<file path="config.mk">
export PLATFORM = sky130hd
export DESIGN_NAME = uart_tx_frame
export DESIGN_NICKNAME = d
export VERILOG_FILES = /design/src/rtl/uart_pkg.sv /design/src/rtl/uart_tx_serializer.sv /design/src/rtl/uart_tx_frame.sv
export SDC_FILE = /design/constraint.sdc
export NUM_CORES = 1
export LEC_CHECK = 0
export BUFFER_PORTS_ARGS = -buffer_cell sky130_fd_sc_hd__clkbuf_2
export CORE_MARGIN = 4
export CORE_UTILIZATION = 33
export DETAILED_ROUTE_END_ITERATION = 6
export SLEW_MARGIN = 10
export SYNTH_ARGS = -nofsm -noshare
export SYNTH_HDL_FRONTEND = slang
export SYNTH_SLANG_ARGS = --single-unit
</file>
<file path="constraint.sdc">
create_clock -name clk -period 2.75 [get_ports clk]
set_input_delay 0.1375 -clock clk [delete_from_list [all_inputs] [get_ports clk]]
set_output_delay 0.1375 -clock clk [all_outputs]
set_load 0.03 [all_outputs]
</file>
<file path="src/rtl/uart_pkg.sv">
// Shared definitions for the UART transmit path: FSM state encoding, parity
// type codes, line levels and the parity helper.
package uart_pkg;

  typedef enum logic [2:0] {
    IDLE   = 3'd0,
    START  = 3'd1,
    DATA   = 3'd2,
    PARITY = 3'd3,
    STOP   = 3'd4,
    STOP2  = 3'd5
  } tx_state_t;

  localparam logic PAR_EVEN   = 1'b0;
  localparam logic PAR_ODD    = 1'b1;
  localparam logic LINE_START = 1'b0;
  localparam logic LINE_STOP  = 1'b1;
  localparam logic LINE_IDLE  = 1'b1;

  // data_xor is the XOR of all data bits; odd parity inverts it.
  function automatic logic parity_bit(input logic data_xor, input logic typ);
    return (typ == PAR_EVEN) ? data_xor : ~data_xor;
  endfunction

endpackage

</file>
<file path="src/rtl/uart_tx_serializer.sv">
// Shift register and bit counter for the TX data phase. Bit 0 of the shift
// register is always the next data bit to go on the line.
module uart_tx_serializer #(
  parameter int DATA_WIDTH = 8
) (
  input  logic                  clk,
  input  logic                  rst,
  input  logic                  load,
  input  logic                  clr,
  input  logic                  shift,
  input  logic [DATA_WIDTH-1:0] din,
  output logic                  ser_bit,
  output logic                  last_bit
);

  localparam int CNT_W = $clog2(DATA_WIDTH);

  logic [DATA_WIDTH-1:0] shift_reg;
  logic [DATA_WIDTH-1:0] shift_next;
  logic [CNT_W-1:0]      cnt_reg;
  logic [CNT_W-1:0]      cnt_next;

  for (genvar gi = 0; gi < DATA_WIDTH; gi++) begin : g_shift
    if (gi == DATA_WIDTH - 1) begin : g_top
      assign shift_next[gi] = load ? din[gi] : (shift ? 1'b0 : shift_reg[gi]);
    end else begin : g_mid
      assign shift_next[gi] = load ? din[gi] : (shift ? shift_reg[gi+1] : shift_reg[gi]);
    end
  end

  // Clear has priority so the shift issued while leaving START leaves the count at 0.
  always_comb begin
    cnt_next = cnt_reg;
    if (load || clr) begin
      cnt_next = '0;
    end else if (shift) begin
      cnt_next = cnt_reg + 1'b1;
    end
  end

  always_ff @(posedge clk or negedge rst) begin
    if (!rst) begin
      shift_reg <= '0;
      cnt_reg   <= '0;
    end else begin
      shift_reg <= shift_next;
      cnt_reg   <= cnt_next;
    end
  end

  assign ser_bit  = shift_reg[0];
  assign last_bit = (cnt_reg == CNT_W'(DATA_WIDTH - 1));

endmodule

</file>
<file path="src/rtl/uart_tx_frame.sv">
// UART frame transmitter: start bit, LSB-first data, optional parity, stop bit.
// Define UART_TX_STOP2_EN to append a second stop bit.
module uart_tx_frame
  import uart_pkg::*;
#(
  parameter int DATA_WIDTH = 8
) (
  input  logic                  clk,
  input  logic                  rst,
  input  logic [DATA_WIDTH-1:0] p_data,
  input  logic                  data_valid,
  input  logic                  par_en,
  input  logic                  par_typ,
  output logic                  tx_out,
  output logic                  busy
);

  tx_state_t state_reg, state_next;
  logic      tx_reg, tx_next;
  logic      busy_reg, busy_next;
  logic      par_en_reg;
  logic      parity_reg;
  logic      accept;
  logic      load, clr, shift;
  logic      ser_bit, last_bit;

  uart_tx_serializer #(
    .DATA_WIDTH(DATA_WIDTH)
  ) u_ser (
    .clk      (clk),
    .rst      (rst),
    .load     (load),
    .clr      (clr),
    .shift    (shift),
    .din      (p_data),
    .ser_bit  (ser_bit),
    .last_bit (last_bit)
  );

  // tx_next/busy_next are the line values for the cycle after this edge.
  always_comb begin
    state_next = state_reg;
    tx_next    = LINE_IDLE;
    busy_next  = 1'b1;
    accept     = 1'b0;
    load       = 1'b0;
    clr        = 1'b0;
    shift      = 1'b0;
    case (state_reg)
      IDLE: begin
        busy_next = 1'b0;
        if (data_valid) begin
          accept     = 1'b1;
          load       = 1'b1;
          state_next = START;
          tx_next    = LINE_START;
          busy_next  = 1'b1;
        end
      end
      START: begin
        state_next = DATA;
        tx_next    = ser_bit;
        shift      = 1'b1;
        clr        = 1'b1;
      end
      DATA: begin
        if (last_bit) begin
          if (par_en_reg) begin
            state_next = PARITY;
            tx_next    = parity_reg;
          end else begin
            state_next = STOP;
            tx_next    = LINE_STOP;
          end
        end else begin
          tx_next = ser_bit;
          shift   = 1'b1;
        end
      end
      PARITY: begin
        state_next = STOP;
        tx_next    = LINE_STOP;
      end
`ifdef UART_TX_STOP2_EN
      STOP: begin
        state_next = STOP2;
        tx_next    = LINE_STOP;
      end
      STOP2: begin
        state_next = IDLE;
        busy_next  = 1'b0;
      end
`else
      STOP: begin
        state_next = IDLE;
        busy_next  = 1'b0;
      end
`endif
      default: begin
        state_next = IDLE;
        busy_next  = 1'b0;
      end
    endcase
  end

  always_ff @(posedge clk or negedge rst) begin
    if (!rst) begin
      state_reg <= IDLE;
      tx_reg    <= LINE_IDLE;
      busy_reg  <= 1'b0;
    end else begin
      state_reg <= state_next;
      tx_reg    <= tx_next;
      busy_reg  <= busy_next;
    end
  end

  // Parity is fixed at acceptance so later par_en/par_typ changes cannot affect the frame.
  always_ff @(posedge clk or negedge rst) begin
    if (!rst) begin
      par_en_reg <= 1'b0;
      parity_reg <= 1'b0;
    end else if (accept) begin
      par_en_reg <= par_en;
      parity_reg <= parity_bit(^p_data, par_typ);
    end
  end

  assign tx_out = tx_reg;
  assign busy   = busy_reg;

endmodule

</file>
# Word level (Yosys, flattened, before mapping)
# Cells that the tools add are included.
totals:
  memories: 0
  in_bits: 13
  register_bits: 18
  ramBits: 0
  latch_bits: 0
  romBits: 0
classes:
  order_cmp: 0
  n_mux: 33
  bitwise_logic: 1
  mul: 0
  shifts: 0
  n_addsub: 1
  eq_ne: 6
  n_reduce_logical: 7
  div_mod_pow: 0
op_table:
  columns: ["operator", "count"]
  rows:
  - ["1-bit 2-to-1 mux", 24]
  - ["3-bit 2-to-1 mux", 5]
  - ["3-bit one-hot mux with 4 select lines", 1]
  - ["8-bit parity", 1]
  - ["3-bit by 2-bit == test with 1-bit output (second input constant)", 2]
  - ["2-bit != test (second input constant)", 2]
  - ["1-bit one-hot mux with 2 select lines", 2]
  - ["2-bit nonzero test", 2]
  - ["3-bit by 1-bit adder with 3-bit output (second input constant)", 1]
  - ["3-bit by 1-bit == test with 1-bit output (second input constant)", 1]
  - ["3-bit == test (second input constant)", 1]
  - ["3-bit logical NOT", 1]
  - ["1-bit one-hot mux with 3 select lines", 1]
  - ["3-bit OR reduction", 1]
  - ["2-bit AND reduction", 1]
  - ["1-bit logical OR", 1]
  - ["1-bit inverter", 1]

# Longest topological paths before layout
logic_depth:
  ltp_word: 5
  mapped_depth: 6
  ltp_nobuf: 6

# Cells and area by module
# A second synthesis with hierarchy kept.
unflattened:
  hier_cells: 84
  hier_area_um2: 924.6
modules_own_cells:
  columns: ["mod", "cells_per_inst", "seq_area_each_um2", "area_each_um2", "n_inst"]
  rows:
  - ["uart_tx_serializer", 46, 275.3, 514.2, 1]
  - ["uart_tx_frame", 38, 176.4, 410.4, 1]

# Worst setup path before layout
# OpenSTA, ideal clock, no wires.
synth_path:
  path_kind: "register to register"
  from: "reg u_ser.cnt_reg[0]"
  to: "reg u_ser.shift_reg[2]"
  setup_ns: 0.127
  path_buffers: 0
  slack_ns: 0.967
  stages_incl_launch_ff: 7
  synth_period_minus_slack_ns: 1.783
  arrival_ns: 1.657
  path_cell_list: "dfrtp_1 ha_1 ha_1 or3b_4 a21oi_4 mux2i_1 a21oi_1"
synth_between:
  elab_chain_cells: 4
synth_rtl:
  columns: ["element", "line_no", "rtl"]
  rows:
  - ["from (decl)", "uart_tx_serializer.sv:20", "logic [CNT_W-1:0] cnt_reg;"]
  - ["from (signal assigned)", "uart_tx_serializer.sv:47", "cnt_reg <= cnt_next;"]
  - ["3-bit == test", "uart_tx_serializer.sv:52", "assign last_bit = (cnt_reg == CNT_W'(DATA_WIDTH - 1));"]
  - ["1-bit 2-to-1 mux", "uart_tx_frame.sv:67", "if (last_bit) begin"]
  - ["1-bit one-hot mux with 2 select lines", "uart_tx_frame.sv:49", "case (state_reg)"]
  - ["2-bit nonzero test (no source line)", null, null]
  - ["to (signal assigned)", "uart_tx_serializer.sv:46", "shift_reg <= shift_next;"]
  - ["to (decl)", "uart_tx_serializer.sv:18", "logic [DATA_WIDTH-1:0] shift_reg;"]
# Every way passes these cells.
# A chain may end at the register's enable or synchronous reset.

# Worst setup path after layout
# Same ends and word-level chain as after synthesis.

==> results.py <==
metrics = {
    "synth": {
        "synthFlopType": "dfrtp_1",
        "synth-edff-count": 0,
        "synth_seq_cells": 18,
        "synth-seq-area-share": 0.488,
        "synth_nets": 100,
        "avgSynthCellArea_um2": 10.9,
        "synth_cells": 85,
        "netlist-cell-type-count": 28,
        "ys_warn_count": 0,
        "syn_area_um2": 925,
        "ys_async_sr_fraction": 1.00,
    },
    "sta": {
        "setup_viol": 0,
        "final_hold_viol_count": 0,
        "fin_setup_tns_ns": 0,
        "fmax_ghz": 0.504,
        "slew_violations": 0,
        "maxSlewHeadroom": 0.633,
        "tightest_slew_ns": 0.549,
        "fin_crit_ns": 1.98,
        "finClkSkew_ns": 0.00477,
        "rsz0062_at_grt": "no",
        "whs_ns": 0.0753,
        "period_share": 0.721,
    },
    "place": {
        "gp_congestion": 0.760,
        "port_buffers": 14,
        "place_hpwl_um": 1360,
    },
    "clock_network": {
        "cts_setup_buffers": 0,
        "htreeDepth": 1,
        "cts_tree": "done",
        "insertion_delay_ns": 0.29,
        "cts.clk_slew.worst_paths_ns": 0.11,
        "clock_sinks": 18,
        "numCtsBuffers": 3,
        "clk_path_buf_depth": 2,
        "cts_root_buf": "clkbuf_4",
    },
    "finish": {
        "n_antenna_cell": 0,
        "largest_register_ffs": 8,
        "area_growth_pct": 14.7,
        "fin_nets": 117,
        "fill_cells": 261,
        "drive_above_1_share": 0.238,
    },
    "route": {
        "drt-total-wl_um": 1800,
        "drc": 0,
        "ant_nets": 0,
        "drtIter0Drc": 9,
        "vias_per_cell": 4.89,
        "dr.pass1.iters": 4,
        "vias": 641,
        "post_drt_wl_per_cell_um": 13.7,
    },
    "worst_setup_path": {
        "cpMostUsedCell": "ha_1",
        "critPathMaxFanout": 5,
        "start_kind": "register",
        "crit_type": "reg2reg",
        "setup.worst_path.end_class": "register",
        "critPathArrivalTime_ns": 2.14,
        "path_buf_inv": 0,
        "path_cells": "ha_1, ha_1, or3b_4, a21oi_4, mux2i_1, a21oi_1",
        "critical_path_required_ns": 2.91,
        "critPathTopFamily": "adder cells",
        "slowest_stage": "dfrtp_1",
        "max_stage_delay_ns": 0.42,
    },
    "power_and_ir_drop": {
        "p_per_area_nw_per_um2": 1070,
        "intPower_w": 0.000698,
        "p_switching_w": 0.000437,
        "leakagePower_nw": 0.508,
        "power_frac_comb": 0.431,
        "p_sw_frac": 0.385,
        "vdd_drop_max_uv": 583,
        "seqPwrFrac": 0.425,
        "pwr-share-clk": 0.144,
    },
    "die": {
        "dieArea_um2": 3710,
        "core-area_um2": 2570,
        "floorplan.rows": 18,
        "die_y_um": 60.9,
        "ios": 15,
        "die_x_um": 60.9,
        "initial_core_util": 0.360,
    },
    "global_route": {
        "grt_overflow_total": 0,
        "antenna_found_initial": 0,
        "grt_max_degree": 19,
        "grt_use_total": 0.118,
        "first_global_vias": 651,
        "grt_pass1_wl_um": 3080,
    },
    "job": {
        "maxCapViolCount": 0,
    },
    "hold_path": {
        "hold_path.class": "in2reg",
    },
    "outcome": {
        "status": "completed",
    },
}
==> power groups by stage <==
stage                     logic [W]  clock network, W  registers, W
final                      0.000490          0.000164      0.000482
after global routing       0.000553          0.000184      0.000501
after CTS                  0.000497          0.000172      0.000483
after detailed placement   0.000495                 0      0.000488
after global placement     0.000476                 0      0.000484
after floorplan            0.000400                 0      0.000474
==> per-stage QoR <==
stage                     utilization  setup slack (ns)  cell area [µm²]  power, W  std cells
after detailed placement        0.395             0.780             1010  0.000983        126
after CTS                       0.413             0.763             1060   0.00115        131
after floorplan                     -             0.967              925  0.000874         85
final                           0.413             0.767             1060   0.00114        131
after global placement          0.395             0.868             1010  0.000960        126
after global routing            0.413             0.665             1060   0.00124        131
==> what timing repair did <==
item,CTS,global route
hold endpoints to repair,17,0
resized for setup,0,0
hold buffers,1,0
==> worst paths after layout <==
kind                                              start                             end  slack, ns  depth (start not counted)
min in group asynchronous                           rst        state_reg[0]$_DFFE_PN0P_       0.31                          2
min reg2reg                      parity_reg$_DFFE_PN0P_          parity_reg$_DFFE_PN0P_       0.50                          2
max                        u_ser.cnt_reg[0]$_DFFE_PN0P_  u_ser.shift_reg[2]$_DFFE_PN0P_       0.77                          6
max reg2reg                u_ser.cnt_reg[0]$_DFFE_PN0P_  u_ser.shift_reg[2]$_DFFE_PN0P_       0.77                          6
max in group asynchronous                           rst                tx_out$_DFF_PN1_       2.09                          2
min                                              par_en          par_en_reg$_DFFE_PN0P_       0.08                          2
==> synth_stat cells (2+ instances only) <==
| library cell | count | share of area |
|---|---|---|
| dfrtp_1 | 17 | 0.46 |
| nor2_1 | 14 | 0.057 |
| a21oi_1 | 9 | 0.049 |
| mux2i_1 | 9 | 0.097 |
| xnor2_1 | 5 | 0.047 |
| inv_1 | 3 | 0.012 |
| nand2_1 | 3 | 0.012 |
| buf_2 | 2 | 0.011 |
| ha_1 | 2 | 0.027 |
| o21ai_0 | 2 | 0.011 |
| xor2_1 | 2 | 0.019 |
==> cell usage in the layout (no fill, tap or decap), types with 2 or more instances in the layout <==
cell type | synthesis | final
a21oi_1 | 9 | 9
clkbuf_2 | 0 | 14
clkbuf_4 | 0 | 3
dfrtp_1 | 17 | 17
ha_1 | 2 | 2
inv_1 | 3 | 3
mux2i_1 | 9 | 9
nand2_1 | 3 | 3
nor2_1 | 14 | 14
o21ai_0 | 2 | 2
xnor2_1 | 5 | 5
xor2_1 | 2 | 2
==> routing by layer <==
metal	wire length (µm)	track usage	part of all wire
met1	810	0.148	0.45
met2	860	0.189	0.48
met3	117	0.0532	0.065
met4	10	0.0186	0.0056
met5	0	0	0
==> kinds of logic after synthesis <==
family	count (synthesis)	synth area share
simple gates	24	0.134
flops	18	0.489
compound gates	17	0.119
mux	10	0.110
xor+xnor	8	0.0907
buf+inv	6	0.0311
fa+ha+maj	2	0.0271
==> layout make-up <==
| class | count | area [µm²] | share of cell area |
|---|---|---|---|
| Timing Repair Buffer | 15 | 80.1 | 0.0755 |
| Inverter | 3 | 11.3 | 0.0106 |
| Multi-Input combinational cell | 61 | 444 | 0.419 |
| Sequential cell | 18 | 452 | 0.426 |
| Tap cell | 30 | 37.5 | 0.0354 |
| Clock buffer | 4 | 36.3 | 0.0342 |
Power figures use the tool's default switching activity.
